### src/rtl/dct_block_scheduler.sv
// Sequences blocks through load -> DCT kick -> wait -> output handshake for a run of N blocks.
// Optional WAIT_DCT watchdog is built only when DCT_SCHED_TIMEOUT_EN is defined.
module dct_block_scheduler #(
  parameter int unsigned MAX_BLOCK_NUM  = 32,
  parameter int unsigned MAX_PIXEL_NUM  = 64,
  parameter int unsigned TIMEOUT_CYCLES = 256
) (
  input  logic        clock,
  input  logic        reset,
  input  logic        start,
  input  logic [5:0]  block_num,
  output logic        busy,
  output logic        load,
  output logic [4:0]  block_index,
  output logic [10:0] base_addr,
  output logic        dct_start,
  input  logic        dct_done,
  output logic        out_valid,
  input  logic        out_ready,
  output logic        done,
  output logic        error
);

  typedef enum logic [2:0] {
    StIdle,
    StLoad,
    StKick,
    StWaitDct,
    StOutput,
    StFinish
  } state_e;

  state_e      state_q, state_d;
  logic [4:0]  idx_q, idx_d;
  logic [10:0] base_q, base_d;
  logic [5:0]  num_q, num_d;
  logic        start_ok;
  logic        last_block;
  logic        timeout_hit;

  assign start_ok   = (block_num != 6'd0) && (32'(block_num) <= MAX_BLOCK_NUM);
  assign last_block = ({1'b0, idx_q} == (num_q - 6'd1));

`ifdef DCT_SCHED_TIMEOUT_EN
  localparam int unsigned TW = $clog2(TIMEOUT_CYCLES + 1);

  logic [TW-1:0] wd_q, wd_d;
  logic          error_q, error_d;

  assign timeout_hit = (state_q == StWaitDct) && !dct_done &&
                       (32'(wd_q) == TIMEOUT_CYCLES - 1);

  always_comb begin
    wd_d    = '0;
    error_d = error_q | timeout_hit;
    if (state_q == StWaitDct && !dct_done) begin
      wd_d = wd_q + 1'b1;
    end
  end

  always_ff @(posedge clock) begin
    if (reset) begin
      wd_q    <= '0;
      error_q <= 1'b0;
    end else begin
      wd_q    <= wd_d;
      error_q <= error_d;
    end
  end

  assign error = error_q;
`else
  assign timeout_hit = 1'b0;
  assign error       = 1'b0;
`endif

  always_comb begin
    state_d = state_q;
    idx_d   = idx_q;
    base_d  = base_q;
    num_d   = num_q;
    unique case (state_q)
      StIdle: begin
        if (start && start_ok) begin
          num_d   = block_num;
          idx_d   = '0;
          base_d  = '0;
          state_d = StLoad;
        end
      end
      StLoad:    state_d = StKick;
      StKick:    state_d = StWaitDct;
      StWaitDct: begin
        if (dct_done) begin
          state_d = StOutput;
        end else if (timeout_hit) begin
          state_d = StIdle;
        end
      end
      StOutput: begin
        if (out_ready) begin
          if (last_block) begin
            state_d = StFinish;
          end else begin
            idx_d   = idx_q + 5'd1;
            base_d  = 11'(32'(idx_d) * MAX_PIXEL_NUM);
            state_d = StLoad;
          end
        end
      end
      StFinish:  state_d = StIdle;
      default:   state_d = StIdle;
    endcase
  end

  always_ff @(posedge clock) begin
    if (reset) begin
      state_q <= StIdle;
      idx_q   <= '0;
      base_q  <= '0;
      num_q   <= '0;
    end else begin
      state_q <= state_d;
      idx_q   <= idx_d;
      base_q  <= base_d;
      num_q   <= num_d;
    end
  end

  assign busy        = (state_q != StIdle);
  assign load        = (state_q == StLoad);
  assign dct_start   = (state_q == StKick);
  assign out_valid   = (state_q == StOutput);
  assign done        = (state_q == StFinish);
  assign block_index = idx_q;
  assign base_addr   = base_q;

endmodule

### config.mk
export PLATFORM = sky130hd
export DESIGN_NAME = dct_block_scheduler
export DESIGN_NICKNAME = d
export VERILOG_FILES = /design/src/rtl/dct_block_scheduler.sv
export SDC_FILE = /design/constraint.sdc
export NUM_CORES = 1
export LEC_CHECK = 0
export CORE_MARGIN = 2
export CORE_UTILIZATION = 47
export CTS_CLUSTER_SIZE = 24
export DETAILED_ROUTE_END_ITERATION = 10
export GPL_TIMING_DRIVEN = 0
export HOLD_SLACK_MARGIN = 0.1
export PLACE_DENSITY = 0.94
export SETUP_SLACK_MARGIN = 0.3
export SYNTH_ARGS = -nofsm -noshare
export SYNTH_HDL_FRONTEND = slang
export SYNTH_SLANG_ARGS = --single-unit
### constraint.sdc
create_clock -name clock -period 4.9 [get_ports clock]
set_clock_uncertainty 0.2 [all_clocks]
set_input_delay 0.49 -clock clock [delete_from_list [all_inputs] [get_ports clock]]
set_output_delay 0.49 -clock clock [all_outputs]
set_load 0.03 [all_outputs]
# After elaboration in Yosys (flattened, before gate mapping)
# Cells that the tools add are included.
dict set report classes {
  add_sub_neg 2
  magnitude_cmp 1
  eq_ne 10
  n_mux 13
  n_reduce_logical 9
}
# cell count
set ops {}
lappend ops {{11-bit two-way mux} 3}
lappend ops {{11-bit case mux with 2 select lines} 1}
lappend ops {{5-bit two-way mux} 3}
lappend ops {{3-bit case mux with 5 select lines} 1}
lappend ops {{3-bit two-way mux} 4}
lappend ops {{5-bit case mux with 2 select lines} 1}
lappend ops {{3-bit by 2-bit == test with 1-bit output (second input constant)} 2}
lappend ops {{3-bit == test (second input constant)} 2}
lappend ops {{5-bit by 6-bit == test with 1-bit output} 1}
lappend ops {{6-bit <= comparator (second input constant)} 1}
lappend ops {{2-bit != test (second input constant)} 3}
lappend ops {{6-bit nonzero test} 1}
lappend ops {{6-bit by 1-bit subtractor with 6-bit output (second input constant)} 1}
lappend ops {{5-bit by 1-bit adder with 5-bit output (second input constant)} 1}
lappend ops {{4-bit AND reduction} 1}
lappend ops {{3-bit by 1-bit == test with 1-bit output (second input constant)} 1}
lappend ops {{3-bit zero test} 1}
lappend ops {{3-bit AND reduction} 1}
lappend ops {{3-bit nonzero test} 1}
lappend ops {{1-bit logical AND} 2}
lappend ops {{2-bit by 1-bit != test with 1-bit output (second input constant)} 1}
lappend ops {{2-bit AND reduction} 1}
lappend ops {{2-bit nonzero test} 1}
dict set report totals {
  reg_bits 25
  inputBits 11
  wordCells 39
}

# Longest topological paths before layout
dict set report depth {
  ltp_word 5
  mapped_depth 8
  mapped_depth_nobuf 8
}

# Worst setup path before layout
# Ideal clock, no wire load.
dict set report synth_timing {
  path_kind {input to register}
  startpoint {in block_num[2]}
  endpoint {reg state_q[2]}
  setup_time_ns 0.086
  arrival_ns 2.241
  required_time_ns 4.614
  setup_slack_ns 2.373
  path_stages 6
  cell_sequence {or4_1 > or3_1 > a41o_1 > or3_1 > o21a_1 > a221oi_2}
}
dict set report synth_via {
  elab_chain_len 5
  word_cells_on_any_way 6
  cone_classes {order compare (1); eq/ne (1); reduce/logical (4)}
}
# element line_no
set synth_rtl {}
lappend synth_rtl {{start: declaration} 11} ;# input logic [5:0] block_num,
lappend synth_rtl {{6-bit <= comparator / 6-bit nonzero test (equally long branches)} 41} ;# assign start_ok = (block_num != 6'd0) && (32'(block_num) <= MAX_BLOCK_NUM);
lappend synth_rtl {{1-bit logical AND (*)} 41}
lappend synth_rtl {{1-bit logical AND (*)} 84} ;# if (start && start_ok) begin
lappend synth_rtl {{2-bit != test (no line) (*)} -}
lappend synth_rtl {{3-bit AND reduction (no line) (*)} -}
lappend synth_rtl {{end signal: assignment} 118} ;# state_q <= StIdle;
lappend synth_rtl {{end signal: assignment} 123} ;# state_q <= state_d;
lappend synth_rtl {{end: declaration} 33} ;# state_e state_q, state_d;
# Mark *: on every way between the ends. The rest lies on a longest branch, timed or not.
# A chain may end at the register's enable or synchronous reset.

# Worst setup path in the final report
# Same ends and word-level chain as after synthesis.

==> metrics.md <==
| Metric | Value |
|---|---|
| Status | `finished, final reports clean` |
| Diode count | `0` |
| Vias in the first global route | `792` |
| Grt total ovfl | `0` |
| Area Overhead vs Synth | `37.1%` |
| Hold depth | `2` |
| Seq cells post-synth | `14` |
| Crit-path slowest cell | `or4_1` |
| Root buffer cell | `clkbuf_4` |
| Layout cells sized above 1 | `13.0%` |
| Syn. warnings | `0` |
| Maximum number of pins on one net before global-route repair | `11` |
| Register area | `280 um^2` |
| MaxCap Viol Count | `0` |
| Die W | `48.2 um` |
| Crit Path Class | `input pin to flop` |
| WP data required | `4910 ps` |
| Post-CTS setup repair buffer count | `0` |
| Hold path startpoint | `base_addr[10]` |
| VDD IR max | `0.000276 V` |
| # clock sinks | `14` |
| DRC | `0` |
| Antenna-violating nets left | `0` |
| Stages on worst setup path | `7` |
| Die area | `2320 um^2` |
| Seq/Total Area, Yosys | `30.5%` |
| Pint | `0.000295 W` |
| Leak pwr | `0.576 nW` |
| IO Count | `33` |
| Cell Pwr Density | `410 nW/um^2` |
| Power share of the clock group | `16.5%` |
| Crit path max-delay family | `simple AND/OR/NAND/NOR gates` |
| NetSw | `0.000221 W` |
| Post-synth top flop | `dfxtp_1` |
| Hold-fix buffers, CTS | `0` |
| RSZ-0062 raised after global routing | `false` |
| Layout fillers | `142` |
| Synthesized instance count | `111` |
| Die Ht | `48.2 um` |
| Clock Latency Late Sink | `290 ps` |
| Most frequent CP cell | `or3_1` |
| First-pass GRT wire length | `3450 um` |
| Sw Share | `42.8%` |
| Syn Area/Cell | `8.27 um^2` |
| Crit path launch type | `input pin` |
| Metal3 WL | `85 um` |
| Async SR Flop Fraction | `0%` |
| Setup TNS Final | `0 ps` |
| EDFF count, synth | `0` |
| Reg clk slew, reported paths | `90 ps` |
| Number of library cell types mapped by synthesis | `33` |
| Crit path capture type | `flop` |
| Core area | `1780 um^2` |
| Worst Path Buf+Inv | `1` |
| Detailed placer's ending HPWL | `1620 um` |
| FF-to-FF Start | `num_q[0]` |
| Vias per cell | `5.17` |
| GR Util All Layers | `21.3%` |
| Routed wire length | `2150 um` |
| Worst-case clock buffer depth | `2` |
| Clock period minus worst slack | `2770 ps` |
| Seq pwr share | `29.6%` |
| Setup violators final | `0` |
| WL met2 | `1100 um` |
| Drt pass-1 iters | `3` |
| Nets | `160` |
| H-tree depth | `1` |
| Worst R2R Setup Slack | `2380 ps` |
| Tcrit/Tclk final | `56.6%` |
| Vias | `884` |
| Place WS | `1850 ps` |
| PortBufs | `25` |
| Placer Congestion | `0.802` |
| Hold Fails Final Rpt | `0` |
| FF-to-FF path depth | `8` |
| Worst Path Max Fanout | `3` |
| Area of the multi-input gates | `537 um^2` |
| Antenna violations before repair | `0` |
| Fmax | `0.361 GHz` |
| DR top layer | `met4` |
| Starting Density | `51.5%` |
| M1 WL | `927 um` |
| Detailed-route wire length per cell | `12.6 um` |
| CTS tree | `built` |
| Combinational power share | `53.9%` |
| Hold Path Class | `flop to flop` |
| WHS Endpoint | `base_addr[10]` |
| Worst stage delay on the critical path | `550 ps` |
| Post-cts sizing count | `0` |
| R2R Path End | `base_addr[10]` |
| WP data arrival | `2780 ps` |
| Starting DRC count in detailed routing | `23` |
| Critical-path cell list | `clkdlybuf4s50_1, or4_1, or3_1, a41o_1, or3_1, o21a_1, a221oi_2` |
| Final WS setup | `2130 ps` |
| Final Max Slew Viols | `0` |
| CTS Buf Count | `3` |
| Mapped cell area | `918 um^2` |
| Cell Rows | `15` |
-- flip-flops by register name, summed over array words and instances, names as in the netlist --
name and cells:
state_q 3, base_addr 5, num_q 6
-- worst max path at each step --
| stage | startpoint | end | slack, ps |
|---|---|---|---|
| 2_1_floorplan | block_num[2] | state_q[2] | 2370 |
| 3_3_place_gp | block_num[2] | state_q[2] | 1860 |
| 3_5_place_dp | block_num[2] | state_q[2] | 1850 |
| 4_1_cts | block_num[2] | state_q[2] | 2130 |
| 5_1_grt | block_num[2] | state_q[2] | 2020 |
| 6_report | block_num[2] | state_q[2] | 2130 |
-- cells by family (layout without fill, tap and decap cells) --
group	count (synthesis)	after routing	share of synthesized area (%)
and+or+nand+nor	41	41	23.6
DFF	14	14	30.5
xor gates and xnor gates	6	6	5.72
other	1	7	0.408
muxes	9	9	9.81
adders and majority gates	2	2	2.72
AOI/OAI and AO/OA	17	17	13.8
buffers and inverters	21	50	13.5
-- worst reg2reg max path, stage by stage (launching register included) --
cell and delay (ps):
dfxtp_1 450, inv_1 70, ha_1 250, xnor2_1 180, a221oi_1 110, a41oi_1 290, o211ai_2 230, or4_1 510
a21oi_1 160
-- area by class of cell --
| class | count | area share (%) |
|---|---|---|
| plain buffers | 16 | 8.35 |
| clock buffers | 4 | 2.88 |
| inverters | 5 | 1.49 |
| multi-input cells | 82 | 42.6 |
| flip-flops and latches | 14 | 22.3 |
| well taps | 25 | 2.49 |
| repair buffers | 25 | 19.9 |
-- metrics by stage --
step / total power [W] / area, um^2 / util, % / cells / hold slack (ps)
after floorplan: 0.000348 / 941 / - / 117 / 279
after global placement: 0.000420 / 1220 / 68.6 / 167 / 310
after detailed placement: 0.000430 / 1220 / 68.6 / 167 / 333
after CTS: 0.000514 / 1260 / 70.6 / 171 / 353
after global routing: 0.000550 / 1260 / 70.6 / 171 / 373
final: 0.000516 / 1260 / 70.6 / 171 / 348
-- routing by layer --
metal	track usage, %	up-vias
li1	-	449
met1	25.5	407
met2	37.1	22
met3	2.59	6
met4	10.8	0
met5	0	-
-- synth_stat cells, types with 2 or more instances --
library cell	n	area, um^2
ha_1	2	25.0
a21oi_1	4	20.0
or4_1	2	15.0
buf_4	12	90.1
inv_1	5	18.8
o21ai_0	3	15.0
xnor2_1	2	17.5
mux2i_1	9	90.1
nand3_1	5	25.0
and3_1	5	31.3
clkbuf_1	4	15.0
nand2_1	2	7.51
and2_1	3	18.8
dfxtp_1	14	280
nor2_1	11	41.3
or3_1	3	18.8
xor2_1	4	35.0
nor3_1	6	30.0
-- cell usage in the layout (no fill, tap or decap), drive strengths merged, types with 2 or more instances in the layout --
cell type	n
clkdlybuf4s50	25
conb	7
ha	2
nand2	2
o211ai	2
nor3	6
a21oi	4
clkbuf	8
inv	5
and3	5
nand3	5
nor2	11
or3	3
xnor2	2
dfxtp	14
buf	12
a221oi	2
o21ai	4
and2	3
or4	2
mux2i	9
xor2	4
-- power groups by stage --
stage	sequential (W)	clock, W	combinational [W]
after detailed placement	0.000154	0	0.000276
final	0.000153	0.0000851	0.000278
after CTS	0.000152	0.0000847	0.000277
after global routing	0.000155	0.0000903	0.000304
after global placement	0.000153	0	0.000266
after floorplan	0.000152	0	0.000196
(Power assumes the default switching activity.)
